===== config.mk =====
export PLATFORM = sky130hd
export DESIGN_NAME = mem_arbiter
export DESIGN_NICKNAME = d
export VERILOG_FILES = /design/src/rtl/mem_arb_pkg.sv /design/src/rtl/mem_arbiter_timeout.sv /design/src/rtl/mem_arbiter.sv
export SDC_FILE = /design/constraint.sdc
export NUM_CORES = 1
export LEC_CHECK = 0
export CORE_MARGIN = 2
export CORE_UTILIZATION = 44
export DETAILED_ROUTE_END_ITERATION = 12
export HOLD_SLACK_MARGIN = 0.12
export PLACE_DENSITY = 0.85
export REMOVE_ABC_BUFFERS = 1
export SYNTH_ARGS = -nofsm -noshare
export SYNTH_HDL_FRONTEND = slang
export SYNTH_SLANG_ARGS = --single-unit

===== constraint.sdc =====
create_clock -name clk -period 3.3 [get_ports clk]
set_input_delay 0.33 -clock clk [delete_from_list [all_inputs] [get_ports clk]]
set_output_delay 0.33 -clock clk [all_outputs]
set_load 0.005 [all_outputs]

===== src/rtl/mem_arb_pkg.sv =====
// Shared types for the I/D memory bus arbiter.
// Round-robin tie break is enabled by defining ARB_ROUND_ROBIN_EN.
package mem_arb_pkg;

  typedef enum logic [1:0] {
    ARB_IDLE     = 2'd0,
    ARB_ISSUE    = 2'd1,
    ARB_WAIT_ACK = 2'd2,
    ARB_RESP     = 2'd3
  } arb_state_t;

  typedef enum logic {
    OWN_I = 1'b0,
    OWN_D = 1'b1
  } owner_t;

  localparam logic [3:0] BE_ALL = 4'hF;

  // A lone request always wins; a tie goes to D unless rr_en picks the other port.
  function automatic owner_t arb_grant(
    input logic   i_req,
    input logic   d_req,
    input logic   rr_en,
    input owner_t last
  );
    if (i_req && d_req && rr_en)
      return (last == OWN_I) ? OWN_D : OWN_I;
    return d_req ? OWN_D : OWN_I;
  endfunction

endpackage


===== src/rtl/mem_arbiter_timeout.sv =====
// Saturating wait counter for the arbiter; flags expiry at TIMEOUT.
// No configuration macros.
module arb_timeout_ctr #(
  parameter int TIMEOUT = 255
) (
  input  logic clk,
  input  logic rst,
  input  logic clr_i,
  input  logic en_i,
  output logic expired_o
);

  localparam int W = $clog2(TIMEOUT + 1);
  localparam logic [W-1:0] MAX = W'(TIMEOUT);

  logic [W-1:0] cnt_q;

  always_ff @(posedge clk) begin
    if (rst || clr_i) begin
      cnt_q <= '0;
    end else if (en_i && (cnt_q != MAX)) begin
      cnt_q <= cnt_q + 1'b1;
    end
  end

  assign expired_o = (cnt_q == MAX);

endmodule


===== src/rtl/mem_arbiter.sv =====
// Shares one memory bus between instruction fetch (I) and load/store (D).
// Define ARB_ROUND_ROBIN_EN for round-robin ties; default is fixed D priority.
module mem_arbiter
  import mem_arb_pkg::*;
#(
  parameter int ADDR_W  = 32,
  parameter int DATA_W  = 32,
  parameter int TIMEOUT = 255
) (
  input  logic              clk,
  input  logic              rst,
  input  logic              i_req,
  input  logic [ADDR_W-1:0] i_addr,
  output logic [DATA_W-1:0] i_rdata,
  output logic              i_ack,
  input  logic              d_req,
  input  logic              d_we,
  input  logic [ADDR_W-1:0] d_addr,
  input  logic [DATA_W-1:0] d_wdata,
  input  logic [3:0]        d_be,
  output logic [DATA_W-1:0] d_rdata,
  output logic              d_ack,
  input  logic              bus_full,
  input  logic              bus_done,
  input  logic [DATA_W-1:0] bus_rdata,
  output logic              bus_req,
  output logic              bus_we,
  output logic [ADDR_W-1:0] bus_addr,
  output logic [DATA_W-1:0] bus_wdata,
  output logic [3:0]        bus_be,
  output logic [1:0]        state,
  output logic              err
);

`ifdef ARB_ROUND_ROBIN_EN
  localparam logic RR_EN = 1'b1;
`else
  localparam logic RR_EN = 1'b0;
`endif

  arb_state_t        state_q;
  owner_t            owner_q;
  owner_t            last_q;
  owner_t            grant_d;
  logic              we_q;
  logic [ADDR_W-1:0] addr_q;
  logic [DATA_W-1:0] wdata_q;
  logic [3:0]        be_q;
  logic [DATA_W-1:0] i_rdata_q;
  logic [DATA_W-1:0] d_rdata_q;
  logic [DATA_W-1:0] cap_d;
  logic              err_q;
  logic              tmo_clr;
  logic              tmo_en;
  logic              tmo_exp;
  logic              bus_act;

  assign grant_d = arb_grant(i_req, d_req, RR_EN, last_q);
  assign tmo_clr = (state_q == ARB_ISSUE);
  assign tmo_en  = (state_q == ARB_WAIT_ACK) && !bus_done;

  arb_timeout_ctr #(
    .TIMEOUT(TIMEOUT)
  ) u_tmo (
    .clk      (clk),
    .rst      (rst),
    .clr_i    (tmo_clr),
    .en_i     (tmo_en),
    .expired_o(tmo_exp)
  );

  // Stores and timeouts return zero data.
  always_comb begin
    cap_d = '0;
    if (bus_done && !we_q)
      cap_d = bus_rdata;
  end

  always_ff @(posedge clk) begin
    if (rst) begin
      state_q   <= ARB_IDLE;
      owner_q   <= OWN_I;
      last_q    <= OWN_I;
      we_q      <= 1'b0;
      addr_q    <= '0;
      wdata_q   <= '0;
      be_q      <= '0;
      i_rdata_q <= '0;
      d_rdata_q <= '0;
      err_q     <= 1'b0;
    end else begin
      unique case (state_q)
        ARB_IDLE: begin
          if (i_req || d_req) begin
            owner_q <= grant_d;
            state_q <= ARB_ISSUE;
            if (grant_d == OWN_D) begin
              we_q    <= d_we;
              addr_q  <= d_addr;
              wdata_q <= d_wdata;
              be_q    <= d_be;
            end else begin
              we_q    <= 1'b0;
              addr_q  <= i_addr;
              wdata_q <= '0;
              be_q    <= BE_ALL;
            end
          end
        end
        ARB_ISSUE: begin
          if (!bus_full)
            state_q <= ARB_WAIT_ACK;
        end
        ARB_WAIT_ACK: begin
          if (bus_done || tmo_exp) begin
            if (!bus_done)
              err_q <= 1'b1;
            if (owner_q == OWN_D)
              d_rdata_q <= cap_d;
            else
              i_rdata_q <= cap_d;
            state_q <= ARB_RESP;
          end
        end
        ARB_RESP: begin
          last_q  <= owner_q;
          state_q <= ARB_IDLE;
        end
        default: state_q <= ARB_IDLE;
      endcase
    end
  end

  assign bus_act   = (state_q == ARB_ISSUE) || (state_q == ARB_WAIT_ACK);
  assign bus_req   = (state_q == ARB_ISSUE) && !bus_full;
  assign bus_we    = bus_act ? we_q : 1'b0;
  assign bus_addr  = bus_act ? addr_q : '0;
  assign bus_wdata = bus_act ? wdata_q : '0;
  assign bus_be    = bus_act ? be_q : '0;

  assign i_ack   = (state_q == ARB_RESP) && (owner_q == OWN_I);
  assign d_ack   = (state_q == ARB_RESP) && (owner_q == OWN_D);
  assign i_rdata = i_rdata_q;
  assign d_rdata = d_rdata_q;
  assign err     = err_q;
  assign state   = state_q;

endmodule


==> results.txt <==
The Yosys step of the flow raised 0 warnings. The portion of total power attributed to sequential cells came out at 0.351. The detailed-routing wirelength on met1 came out at 7.35 mm. The layout-stage area growth over the synthesis result came out at 57.1%. The arrival time of data at the critical path endpoint came out at 2.58 ns. The number of different library cells used by synthesis comes to 40. The share of flip-flops with an asynchronous set or reset is 0. In the final layout, the share of cells above drive strength 1 is 0.134.

The worst setup path endpoint is bus_be[1]. In the detailed route, the total length drawn on met3 is 1.89 mm. The slew of the pin with the lowest slew margin came out at 0.955 ns. Ranked by instance count, the synthesized netlist is headed by dfxtp_1, and2_1, a22o_2. In this run the worst setup path begins at state[0].

In this run the number of cells on the critical path is 5. The worst reg-to-reg path cell count is 6. The worst hold slack is 0.347 ns. The sum of met2 wire segment lengths after detailed routing is 9.30 mm. The initial antenna violation count came out at 0. The power density relative to cell area is 667 mW/mm^2. The kind of critical path is reg -> out. The worst path meets setup with 0.386 ns of slack. The final-layout fill cell count came out at 951. The number of inserted diodes came out at 0. The delay of the slowest cell on the worst path is 0.54 ns. Traced cell by cell, the critical path runs through inv_1 -> ha_2 -> buf_4 -> and2_1 -> clkdlybuf4s50_1.

The congestion estimate from routability-driven global placement came to 0.863. The most frequent cell after synthesis is dfxtp_1. The clock tree synthesis step divided the H-tree into 4 levels. Summed over all nets, the half-perimeter wirelength after detailed placement is 13.0 mm. The element type at the critical path start is a flop. Once detail routing completed, the nets flagged for antenna violations numbered 0.

The main flop type after synthesis is dfxtp_1. The minimum clock period after layout is 2.91 ns. The via count of the first global-routing pass came out at 5689.

The worst supply voltage drop on vdd is 0.418 mV. The flow ran to the end, and the final reports show no timing, DRC or antenna violations. The relative slew slack is 0.361.

The hold-fix buffer count after cts came out at 0. The instance count of the mapped netlist came out at 604. The count of buffers inserted at the top-level ports is 277. The global-route wire length before repair is 29.4 mm. The internal power component came out at 0.00425 W.

Along the worst path, the maximum fanout reaches 55. The worst setup path is captured at an output port. The data required time at the worst endpoint came out at 2.97 ns.

The sum of overflow across all layers after global routing came out at 0. The mean instance size in the synthesized netlist came out at 9.81 um^2. The initial DRC count came out at 332. The final critical-path share of the clock period is 0.883. The count of state elements after synthesis came out at 145. Using the TritonRoute via totals, the vias-per-cell ratio works out to 5.34. The leakage power figure came out at 3.58 nW. The fraction of synthesized cell area taken by the top area cell type came out at 0.490. The total track usage is 0.260.

The horizontal die dimension is 120 um. The final wirelength is 19.0 mm. The area of all sequential standard cells came out at 0.00290 mm^2. The final setup violation count came out at 0.

In this run the clock root is driven by a clkbuf_16. The final routed DRC violation total is 0. The share of total power dissipated in combinational logic is 0.337. For this run, the top clock speed supported by timing is 343 MHz. The pin count of the biggest net entering global routing came out at 69.

The portion of total power attributed to the clock network came out at 0.312. Clock skew on the completed layout was measured at 0.00726 ns. The cell family contributing the most delay on the critical path is buffers and inverters. The library cell with the largest summed area after synthesis is dfxtp_1. The footprint of the multi-input gates is 0.00274 mm^2. The classification of the worst-slack hold path is in -> reg. The total placed instance area came out at 0.00872 mm^2. Max-cap violations in this run came to 0.

The maximum root-to-sink buffer count came out at 2. The average wire per standard cell came out at 18.3 um. The count of buffer and inverter cells on the critical path came out at 3. Post-CTS repair changed the size of 0 cells.

Summing every instance area after synthesis gives 0.00592 mm^2. TritonCTS built the clock tree. In this run the vertical extent of the chip is 120 um.

The later pin in the worst-skew pair is clocked with a latency of 0.41 ns. The switching power of the nets came out at 0.00196 W. The uppermost layer routed is met4. The count of endpoints failing hold in the final timing report is 0.

For this run, the detailed router's first-pass iteration total came to 5. The critical path's slowest cell is clkdlybuf4s50_1. By area the synthesized netlist is led by dfxtp_1, a22o_2, and2_1. The area of the core region is 0.0132 mm^2. The die footprint came out at 0.0144 mm^2. In this run the count of I/O pins placed on the die edge is 278. For this run, the post-layout net count is 1001. The number of synthesized flops with an enable pin came out at 0. The worst slack at placement came out at 0.791 ns. The worst register-to-register path begins at u_tmo.cnt_q[0]. The site row count came out at 42. The worst register-to-register path ends at d_rdata[7]. The CTS buffer count is 17.

Setup repair after global routing left no endpoint under its margin. The portion of the post-synthesis area used by sequential elements came out at 0.490. The power consumption came out at 0.00621 W. The number of pins with negative max-slew slack in the final report is 0. Of the total power, the share spent switching nets is 0.316.

The starting utilization of the core area came out at 0.449. Detailed routing inserted a total of 5569 vias. The worst hold path begins at rst. The summed area of non-filler cells in the final layout is 0.00931 mm^2. The number of sinks handled by clock tree synthesis came out at 145.

After clock tree synthesis, the clock-pin slew on the worst setup and hold paths is 0.06 ns. Post-CTS timing repair inserted 0 buffers for setup. In this run the register-to-register setup slack is 1.45 ns.
## through the flow
step           utilization  cells  TNS, ns
3_5_place_dp         0.661   1014        0
4_1_cts              0.706   1043        0
6_report             0.706   1043        0
2_1_floorplan            -    552   -23.00
3_3_place_gp         0.661   1014        0
5_1_grt              0.706   1043        0
## worst min path at each step
stage,to,slack [ns],depth (start not counted)
after floorplan,owner_q,0.40,1
after global placement,wdata_q[23],0.43,2
after detailed placement,wdata_q[22],0.44,2
after CTS,err,0.34,2
after global routing,err,0.35,2
final,err,0.35,2
## layout make-up
type | count | share of cell area
Clock buffer | 19 | 0.0487
Sequential cell | 145 | 0.312
Multi-Input combinational cell | 402 | 0.295
Tap cell | 176 | 0.0237
Clock inverter | 10 | 0.0147
Inverter | 5 | 0.00202
Timing Repair Buffer | 286 | 0.304
## cell families (layout without fill, tap and decap cells)
logic type,count (synthesis),after routing,synth area share
AO/OA/AOI/OAI,154,154,0.205
XOR/XNOR,4,4,0.00592
adder cells (fa/ha/maj),5,5,0.0106
buffers and inverters,57,320,0.0541
flip-flops,145,145,0.490
multiplexers,33,33,0.0558
AND/OR/NAND/NOR,206,206,0.179
## cells in the final DEF (no fill, tap or decap), drive strengths merged, types with 2 or more instances in the layout
cell           count
xor2               3
a22o              64
a211oi            34
a21oi             37
buf               11
inv                6
bufinv             3
mux2i             33
nor3               2
clkinv             3
nor2              45
clkbuf            19
clkdlybuf4s50    275
ha                 5
nand3b             4
dfxtp            145
nand2             36
clkinvlp           3
nand3             37
a31oi              4
o21ai              7
and2              71
nor2b              3
## sequential cells by signal, indices dropped and copies added (netlist names)
signal       cells
i_rdata         32
err              1
owner_q          1
be_q             4
d_rdata         32
addr_q          32
wdata_q         32
we_q             1
state            2
u_tmo.cnt_q      8
## power groups by stage
| stage | combinational (W) | clock, W | sequential (W) |
|---|---|---|---|
| after CTS | 0.00212 | 0.00196 | 0.00218 |
| after global placement | 0.00201 | 0 | 0.00220 |
| after global routing | 0.00229 | 0.00203 | 0.00221 |
| final | 0.00209 | 0.00194 | 0.00218 |
| after detailed placement | 0.00209 | 0 | 0.00221 |
| after floorplan | 0.00100 | 0 | 0.00216 |
## layer usage
layer	global-route usage	vias up
met2	0.448	265
met1	0.291	2624
met4	0.103	0
met3	0.0941	33
li1	-	2647
met5	0	-
Power figures use the tool's default switching activity.
